--- src/rtl/cck_phase_recover.sv ---
// cck_phase_recover
//   Oversamples the bus CCK on the fabric clock, synchronises and glitch
//   filters it, measures its period and locks to it, then regenerates
//   NUM_PHASES evenly spaced pixel-clock phase enables from a local phase
//   counter. Enables continue for up to MISS_MAX synthetic periods when CCK
//   goes missing, so downstream clock enables never follow the raw pin.
//
// Ports
//   clk       fabric clock (56 MHz), the only clock
//   reset_n   synchronous active-low reset
//   cck_in    raw CCK pin, asynchronous to clk
//   edge_en   one-cycle phase enables; [0] marks the CCK rising edge,
//             [k] fires k*S cycles later (S = 2*HALF_PERIOD/NUM_PHASES)
//   cck_out   regenerated CCK level
//   locked    registered, high in LOCKED
//   holdover  registered, high in HOLDOVER
//   period    last measured rising-to-rising period in clk cycles
module cck_phase_recover #(
  parameter int unsigned HALF_PERIOD = 8,
  parameter int unsigned NUM_PHASES  = 4,
  parameter int unsigned SYNC_STAGES = 2,
  parameter int unsigned FILTER      = 2,
  parameter int unsigned TOL         = 1,
  parameter int unsigned LOCK_COUNT  = 4,
  parameter int unsigned MISS_MAX    = 3,
  parameter int unsigned PW          = $clog2(2*HALF_PERIOD+TOL+2)
) (
  input  logic                  clk,
  input  logic                  reset_n,
  input  logic                  cck_in,
  output logic [NUM_PHASES-1:0] edge_en,
  output logic                  cck_out,
  output logic                  locked,
  output logic                  holdover,
  output logic [PW-1:0]         period
);

  localparam int unsigned S  = 2*HALF_PERIOD/NUM_PHASES;
  localparam int unsigned FW = (FILTER > 1) ? $clog2(FILTER) : 1;
  localparam int unsigned GW = $clog2(LOCK_COUNT+1);
  localparam int unsigned MW = $clog2(MISS_MAX+1);

  localparam logic [PW-1:0] PC_HALF = PW'(HALF_PERIOD);
  localparam logic [PW-1:0] PC_NOM  = PW'(2*HALF_PERIOD);
  localparam logic [PW-1:0] PC_LO   = PW'(2*HALF_PERIOD-TOL);
  localparam logic [PW-1:0] PC_HI   = PW'(2*HALF_PERIOD+TOL);
  localparam logic [PW-1:0] PC_MAX  = PW'(2*HALF_PERIOD+TOL+1);
  localparam logic [PW-1:0] PC_TOL  = PW'(TOL);

  typedef enum logic [1:0] {
    ST_UNLOCKED,
    ST_ACQUIRE,
    ST_LOCKED,
    ST_HOLDOVER
  } state_t;

  state_t               state_q, state_d;
  logic [SYNC_STAGES-1:0] sync_q;
  logic                 filt_q, filt_d, filt_prev_q;
  logic [FW-1:0]        fcnt_q, fcnt_d;
  logic [PW-1:0]        pc_q, pc_d;
  logic [GW-1:0]        good_q, good_d;
  logic [MW-1:0]        miss_q, miss_d;
  logic [PW-1:0]        period_q, period_d;

  logic sync_s, rise, good_rise, ph0, pc_rst, running, keep;

  assign sync_s = sync_q[SYNC_STAGES-1];
  // Filtered level is registered, so rise comes straight from flops.
  assign rise   = filt_q & ~filt_prev_q;

  always_comb begin
    filt_d = filt_q;
    fcnt_d = '0;
    if (sync_s != filt_q) begin
      if (fcnt_q == FW'(FILTER-1)) filt_d = ~filt_q;
      else                          fcnt_d = fcnt_q + 1'b1;
    end
  end

  always_comb begin
    state_d   = state_q;
    good_d    = good_q;
    miss_d    = miss_q;
    period_d  = period_q;
    ph0       = 1'b0;
    good_rise = rise && (pc_q >= PC_LO) && (pc_q <= PC_HI);

    if (rise && (state_q != ST_UNLOCKED)) period_d = pc_q;

    // Each state tests rise before its counter timeout so a real edge
    // always beats a synthetic one landing in the same cycle.
    case (state_q)
      ST_UNLOCKED: begin
        if (rise) begin
          state_d = ST_ACQUIRE;
          good_d  = '0;
        end
      end
      ST_ACQUIRE: begin
        if (rise) begin
          if (good_rise) begin
            good_d = good_q + 1'b1;
            if (good_q == GW'(LOCK_COUNT-1)) begin
              state_d = ST_LOCKED;
              ph0     = 1'b1;
            end
          end else begin
            good_d = '0;
          end
        end else if (pc_q == PC_MAX) begin
          state_d = ST_UNLOCKED;
        end
      end
      ST_LOCKED: begin
        if (rise) begin
          if (good_rise) begin
            ph0 = 1'b1;
          end else begin
            state_d = ST_ACQUIRE;
            good_d  = '0;
          end
        end else if (pc_q == PC_HI) begin
          ph0     = 1'b1;
          miss_d  = MW'(1);
          state_d = ST_HOLDOVER;
        end
      end
      ST_HOLDOVER: begin
        if (rise) begin
          // A rise just after a synthetic phase-0 only realigns pc.
          if (pc_q <= PC_TOL) begin
            state_d = ST_LOCKED;
          end else if (good_rise) begin
            ph0     = 1'b1;
            state_d = ST_LOCKED;
          end else begin
            state_d = ST_ACQUIRE;
            good_d  = '0;
          end
        end else if (pc_q == PC_NOM) begin
          if (miss_q == MW'(MISS_MAX)) begin
            state_d = ST_UNLOCKED;
          end else begin
            ph0    = 1'b1;
            miss_d = miss_q + 1'b1;
          end
        end
      end
      default: state_d = ST_UNLOCKED;
    endcase

    pc_rst = rise | ph0;
    if (pc_rst)              pc_d = PW'(1);
    else if (pc_q != PC_MAX) pc_d = pc_q + 1'b1;
    else                     pc_d = pc_q;

    running = (state_q == ST_LOCKED) || (state_q == ST_HOLDOVER);
    keep    = running && ((state_d == ST_LOCKED) || (state_d == ST_HOLDOVER));

    edge_en    = '0;
    edge_en[0] = ph0;
    for (int unsigned k = 1; k < NUM_PHASES; k++) begin
      edge_en[k] = keep && !pc_rst && (pc_q == PW'(k*S));
    end
  end

  always_ff @(posedge clk) begin
    if (!reset_n) begin
      sync_q      <= '0;
      filt_q      <= 1'b0;
      filt_prev_q <= 1'b0;
      fcnt_q      <= '0;
      pc_q        <= '0;
      state_q     <= ST_UNLOCKED;
      good_q      <= '0;
      miss_q      <= '0;
      period_q    <= '0;
    end else begin
      sync_q      <= {sync_q[SYNC_STAGES-2:0], cck_in};
      filt_q      <= filt_d;
      filt_prev_q <= filt_q;
      fcnt_q      <= fcnt_d;
      pc_q        <= pc_d;
      state_q     <= state_d;
      good_q      <= good_d;
      miss_q      <= miss_d;
      period_q    <= period_d;
    end
  end

  assign locked   = (state_q == ST_LOCKED);
  assign holdover = (state_q == ST_HOLDOVER);
  assign period   = period_q;
  assign cck_out  = running && (pc_q != '0) && (pc_q <= PC_HALF);

endmodule

--- config.mk ---
export PLATFORM = sky130hd
export DESIGN_NAME = cck_phase_recover
export DESIGN_NICKNAME = d
export VERILOG_FILES = /design/src/rtl/cck_phase_recover.sv
export SDC_FILE = /design/constraint.sdc
export NUM_CORES = 1
export LEC_CHECK = 0
export ABC_AREA = 1
export ABC_CLOCK_PERIOD_IN_PS = 3100
export CORE_AREA = 8 8 58 60
export CTS_CLUSTER_DIAMETER = 120
export DETAILED_ROUTE_END_ITERATION = 8
export DIE_AREA = 0 0 66 68
export GPL_TIMING_DRIVEN = 0
export PLACE_DENSITY = 0.8
export SYNTH_ARGS = -nofsm -noshare
export SYNTH_HDL_FRONTEND = slang
export SYNTH_SLANG_ARGS = --single-unit
--- constraint.sdc ---
create_clock -name clk -period 3.1 [get_ports clk]
set_clock_uncertainty 0.05 [all_clocks]
set_input_delay 0.93 -clock clk [delete_from_list [all_inputs] [get_ports clk]]
set_output_delay 0.93 -clock clk [all_outputs]
set_load 0.03 [all_outputs]
==> flow_summary.yaml, run 1 <==
clock_tree:
  clock-sinks: 22
  clockBufferDepth: 2
  cts_root_buffer: "clkbuf_4"
  cts_buffers: 3
  clk_pin_slew_ns: 0.13
  clock_latency_ns: 0.31
  cts_tree: "done"
  htree_levels: 1
yosys:
  ys.flop_type: "dfxtp_1"
  synth.top_cell.area_share: 0.347
  synthTopCellsByCount: "nand2_1, inv_1, dfxtp_1, nor2_1, a21oi_1"
  synth_most_common_cell: "nand2_1"
  avgSynthCellArea_um2: 7.06
  syn_nets: 191
  yosys_warnings: 0
  synth_cells: 180
  ys_ff_latch: 22
  yosys.cell_types.count: 26
  netlist_area_um2: 1270
  yosysTopAreaCell: "dfxtp_1"
  synth_edf_count: 0
  synth-async-reset-ratio: 0
  ys_seq_area_frac: 0.347
  synth_area_leaders: "dfxtp_1, nand2_1, ha_1"
timing:
  finalWorstPathRequiredPeriod_ns: 3.04
  period_share: 0.980
  tns_ns: 0
  drv_slew: 0
  fin_ws_ns: 0.0622
  timing.final.hold_violations: 0
  timing.slew.headroom: 0.685
  fmax_ghz: 0.329
  setup_viol: 0
  worst_pin_slew_ns: 0.473
  rsz0062_at_grt: "true"
critical_path:
  cp_max_fo: 4
  endpoint_kind: "output pin"
  reg2regPathDepth: 11
  crit_required_ns: 2.12
  critPathLaunchType: "flip-flop"
  path_class: "flip-flop to output pin"
  worstPathArrival_ns: 2.06
floorplan:
  die_w_um: 66
  start_util: 0.495
  ios: 15
  die_y_um: 68
  die_area_um2: 4490
  core_area_um2: 2570
  rows: 19
power:
  peakVddDrop_v: 0.000370
  power.leakage_nw: 0.663
  totalPowerFinal_mw: 0.592
  power.density_nw_per_um2: 374
placement:
  dp_cells: 225
  portBuffers: 14
  post-place-ws_ns: -0.291
  place_hpwl_um: 2100
  place.gp.congestion: 0.892
status:
  status: "finished clean"
route:
  wirelength_um: 2870
  dr.max_layer_used: "met4"
  routed_via_density: 5.26
  wl_per_cell_um: 12.2
  firstDrtPassIters: 4
  met3_length_um: 116
  vias: 1237
  drt-initial-drc-count: 71
  drt-met1-wl_um: 1300
  drtAntennaViolNets: 0
  drcViolationCount: 0
  dr_wl_met2_um: 1390
global_routing:
  grt_pass1_vias: 1148
  gr-total-overflow: 0
  grt_pass1_wl_um: 4780
  antenna_found_initial: 0
  grt_max_degree: 14
  grtUsageTotal: 0.133
min_path:
  min_path_cells: 2
  hold_path_class: "flip-flop to flip-flop"
final_layout:
  fill_cells: 240
  nets: 216
  drive_above_1_share: 0.211
  area.growth.synth_to_final_pct: 24.7
  n_antenna_cell: 0
  finish.utilization: 0.617
  finalNonFillerCells: 235
flow_run:
  drv_cap: 0
## area by class of cell
cell class | instances | area, um2 | share of cell area
Sequential cell | 22 | 449 | 0.284
Buffer | 6 | 45.0 | 0.0284
Clock buffer | 3 | 22.5 | 0.0142
Tap cell | 31 | 38.8 | 0.0245
Inverter | 23 | 86.3 | 0.0545
Multi-Input combinational cell | 129 | 741 | 0.468
Clock inverter | 1 | 30.0 | 0.0190
Timing Repair Buffer | 20 | 171 | 0.108
## stage by stage
step / area [um2] / hold slack (ns)
floorplan: 1270 / 0.340
global placement: 1450 / 0.357
detailed placement: 1450 / 0.353
CTS: 1520 / 0.385
global route: 1580 / 0.413
finish: 1580 / 0.380
## worst max-delay path, cell delays in order, from the launching register on
cell and delay [ns]:
dfxtp_4 0.38, ha_4 0.16, nand2_2 0.06, nor2_2 0.04
ha_2 0.20, nor2_4 0.13, nand2_2 0.07, nand2_2 0.07
nand2_2 0.06, a21boi_2 0.17, nand3_2 0.12, nor2_1 0.13
buf_4 0.16
## layer usage
layer,global-route usage,up-vias
li1,-,638
met1,0.158,554
met2,0.235,38
met3,0.0229,7
met4,0.0507,0
met5,0,-
## final timing paths
check | start | endpoint | slack, ns
hold / removal | sync_q[0]$_SDFF_PN0_ | sync_q[1]$_SDFF_PN0_ | 0.38
setup / recovery | pc_q[0]$_SDFFE_PN0P_ | edge_en[2] | 0.06
hold reg to reg | sync_q[0]$_SDFF_PN0_ | sync_q[1]$_SDFF_PN0_ | 0.38
setup reg to reg | pc_q[0]$_SDFFE_PN0P_ | pc_q[0]$_SDFFE_PN0P_ | 1.27
## state kept, by name, indices dropped and copies added, names as in the netlist
signal / flops
miss_q: 2
pc_q: 5
fcnt_q: 1
filt_prev_q: 1
state_q: 2
filt_q: 1
good_q: 3
sync_q: 2
period: 5
## where the power goes
part / leakage, nW / total, mW / internal [mW] / switching (mW)
sequential: 0.180 / 0.300 / 0.291 / 0.00884
combinational: 0.455 / 0.0728 / 0.0287 / 0.0441
clock: 0.0279 / 0.219 / 0.131 / 0.0882
## cells in the final DEF (no fill, tap or decap), types with 6 or more instances in the layout
| master | Yosys | routed |
|---|---|---|
| a21oi_1 | 17 | 17 |
| buf_4 | 2 | 10 |
| clkdlybuf4s50_1 | 0 | 9 |
| dfxtp_1 | 22 | 19 |
| ha_1 | 8 | 6 |
| inv_1 | 23 | 22 |
| nand2_1 | 30 | 26 |
| nand2_2 | 2 | 6 |
| nand3_1 | 15 | 14 |
| nor2_1 | 22 | 19 |
| nor3_1 | 9 | 9 |
| o21ai_0 | 10 | 10 |
## cell families after synthesis
| kind of cell | Yosys count | synth area share |
|---|---|---|
| DFF | 22 | 0.347 |
| xor gates and xnor gates | 1 | 0.00690 |
| and+or+nand+nor | 87 | 0.318 |
| adders and majority gates | 8 | 0.0788 |
| buffers and inverters | 29 | 0.103 |
| AOI/OAI and AO/OA | 33 | 0.146 |
## repair_timing
action | CTS | global route
gates resized for setup | 29 | 16
hold buffers | 0 | 0
setup endpoints to repair | 5 | 5
pin swaps | 1 | 9
buffers inserted | 2 | 4
Power figures use the tool's default switching activity.
==> inputs of run 2 (changes only) <==
Settings changed: ABC_CLOCK_PERIOD_IN_PS 3100 to 3200, GPL_TIMING_DRIVEN 0 to 1.
Clock period 3.1 ns to 3.2 ns, I/O delays scaled along.
==> run 2 against run 1 <==
Effect of this change:
- worst setup slack got worse by 0.0038 ns
- die area unchanged
- first-iteration DRC count grew 7.0%
- sequential share of layout area increased by 1.2 points
- critical path depth shrank 1
- flip-flop and latch count did not move
- non-clock buffer count down 8
- cell count decreased by 3.4%
- critical endpoint is now edge_en[3]
- largest cell class unchanged
==> flow_summary.yaml, run 2 (synthesized netlist as in run 1, its figures left out) <==
route:
  vias: 1253
  wl_per_cell_um: 13.4
  firstDrtPassIters: 4
  drt-initial-drc-count: 76
  wirelength_um: 3040
  drtAntennaViolNets: 0
  drcViolationCount: 0
  routed_via_density: 5.52
critical_path:
  r2r-start: "pc_q[1]$_SDFFE_PP0N_"
  endpoint_kind: "output pin"
  r2r_end: "pc_q[0]$_SDFFE_PN0P_"
  endpoint: "edge_en[3]"
  regToRegSetupSlack_ns: 1.37
  crit_required_ns: 2.19
  reg2regPathDepth: 10
  worstPathArrival_ns: 2.13
  path_class: "flip-flop to output pin"
  crit_start: "pc_q[0]$_SDFFE_PN0P_"
  critPathLaunchType: "flip-flop"
  cp_max_fo: 7
clock_tree:
  clock_latency_ns: 0.30
  clk_pin_slew_ns: 0.12
  cts_root_buffer: "clkbuf_4"
  cts_tree: "done"
  htree_levels: 1
  clock-sinks: 22
  hold_buffers: 0
  clockBufferDepth: 2
  cts_buffers: 3
power:
  power.density_nw_per_um2: 339
  power.leakage_nw: 0.621
  peakVddDrop_v: 0.000272
  totalPowerFinal_mw: 0.510
final_layout:
  finalNonFillerCells: 227
  n_antenna_cell: 0
  final_common_cell: "nand2_1"
  layout_common_cells: "nand2_1, inv_1, dfxtp_1, nor2_1, a21oi_1"
  nets: 208
  drive_above_1_share: 0.179
  area.growth.synth_to_final_pct: 18.5
floorplan:
  rows: 19
  ios: 15
  start_util: 0.495
  die_w_um: 66
  die_area_um2: 4490
  die_y_um: 68
  core_area_um2: 2570
flow_run:
  drv_cap: 0
global_routing:
  gr-total-overflow: 0
  grtUsageTotal: 0.135
  grt_max_degree: 13
  antenna_found_initial: 0
  grt_pass1_vias: 1139
  grt_pass1_wl_um: 4880
min_path:
  hold_path_class: "flip-flop to flip-flop"
  min_path_cells: 2
  min-delay-start: "sync_q[0]$_SDFF_PN0_"
timing:
  timing.final.hold_violations: 0
  worst_pin_slew_ns: 0.443
  setup_viol: 0
  finalWorstPathRequiredPeriod_ns: 3.14
  period_share: 0.982
  timing.slew.headroom: 0.703
  fmax_ghz: 0.318
  drv_slew: 0
placement:
  dp_cells: 221
  place_hpwl_um: 2220
  place.gp.congestion: 0.989
  portBuffers: 14
status:
  status: "finished clean"
==> run 2: worst min path at each step <==
stage | end
global placement | sync_q[1]$_SDFF_PN0_
finish | sync_q[1]$_SDFF_PN0_
floorplan | sync_q[1]$_SDFF_PN0_
CTS | sync_q[1]$_SDFF_PN0_
detailed placement | sync_q[1]$_SDFF_PN0_
global route | sync_q[1]$_SDFF_PN0_
==> run 2: cell type report <==
class,instances,area (um2)
Sequential cell,22,445
Inverter,23,86.3
Clock buffer,4,36.3
Timing Repair Buffer,18,160
Multi-Input combinational cell,129,738
Fill cell,259,1060
Tap cell,31,38.8
==> run 2: per-layer routing <==
| layer | global-route usage | share of wire | vias to the layer above |
|---|---|---|---|
| li1 | - | - | 624 |
| met1 | 0.154 | 0.41 | 569 |
| met2 | 0.240 | 0.51 | 52 |
| met3 | 0.0295 | 0.066 | 8 |
| met4 | 0.0587 | 0.017 | 0 |
| met5 | 0 | 0 | - |
==> run 2: what timing repair did <==
item / CTS / global route
pin swaps: 0 / 5
resized for setup: 5 / 18
endpoints found under the setup margin: 5 / 5
buffers inserted: 0 / 2
==> run 2: critical path: stages (launching register included) <==
cell and delay (ns):
dfxtp_4 0.42, buf_4 0.12, ha_2 0.19, inv_1 0.04, o21ai_0 0.12, nand3_1 0.15, nand2_1 0.15, nor2_4 0.06
a21boi_2 0.17, nand3_2 0.12, nor2_1 0.13, buf_4 0.17
==> run 2: per-stage QoR <==
stage	hold slack, ns	cell area (um2)	setup TNS (ns)	setup slack, ns	util
after detailed placement	0.381	1410	0	0.0230	0.550
after global routing	0.416	1510	-0.103	-0.0422	0.586
after floorplan	0.340	1270	0	0.293	-
final	0.395	1510	0	0.0583	0.586
after global placement	0.351	1410	0	0.121	0.550
after CTS	0.404	1450	0	0.000111	0.565
==> run 2: power by group <==
group	leakage (nW)	switching [mW]	internal, mW	total, mW
clock	0.0210	0.0808	0.0693	0.150
sequential	0.179	0.0122	0.282	0.294
combinational	0.421	0.0410	0.0250	0.0660
total	0.621	0.134	0.376	0.510
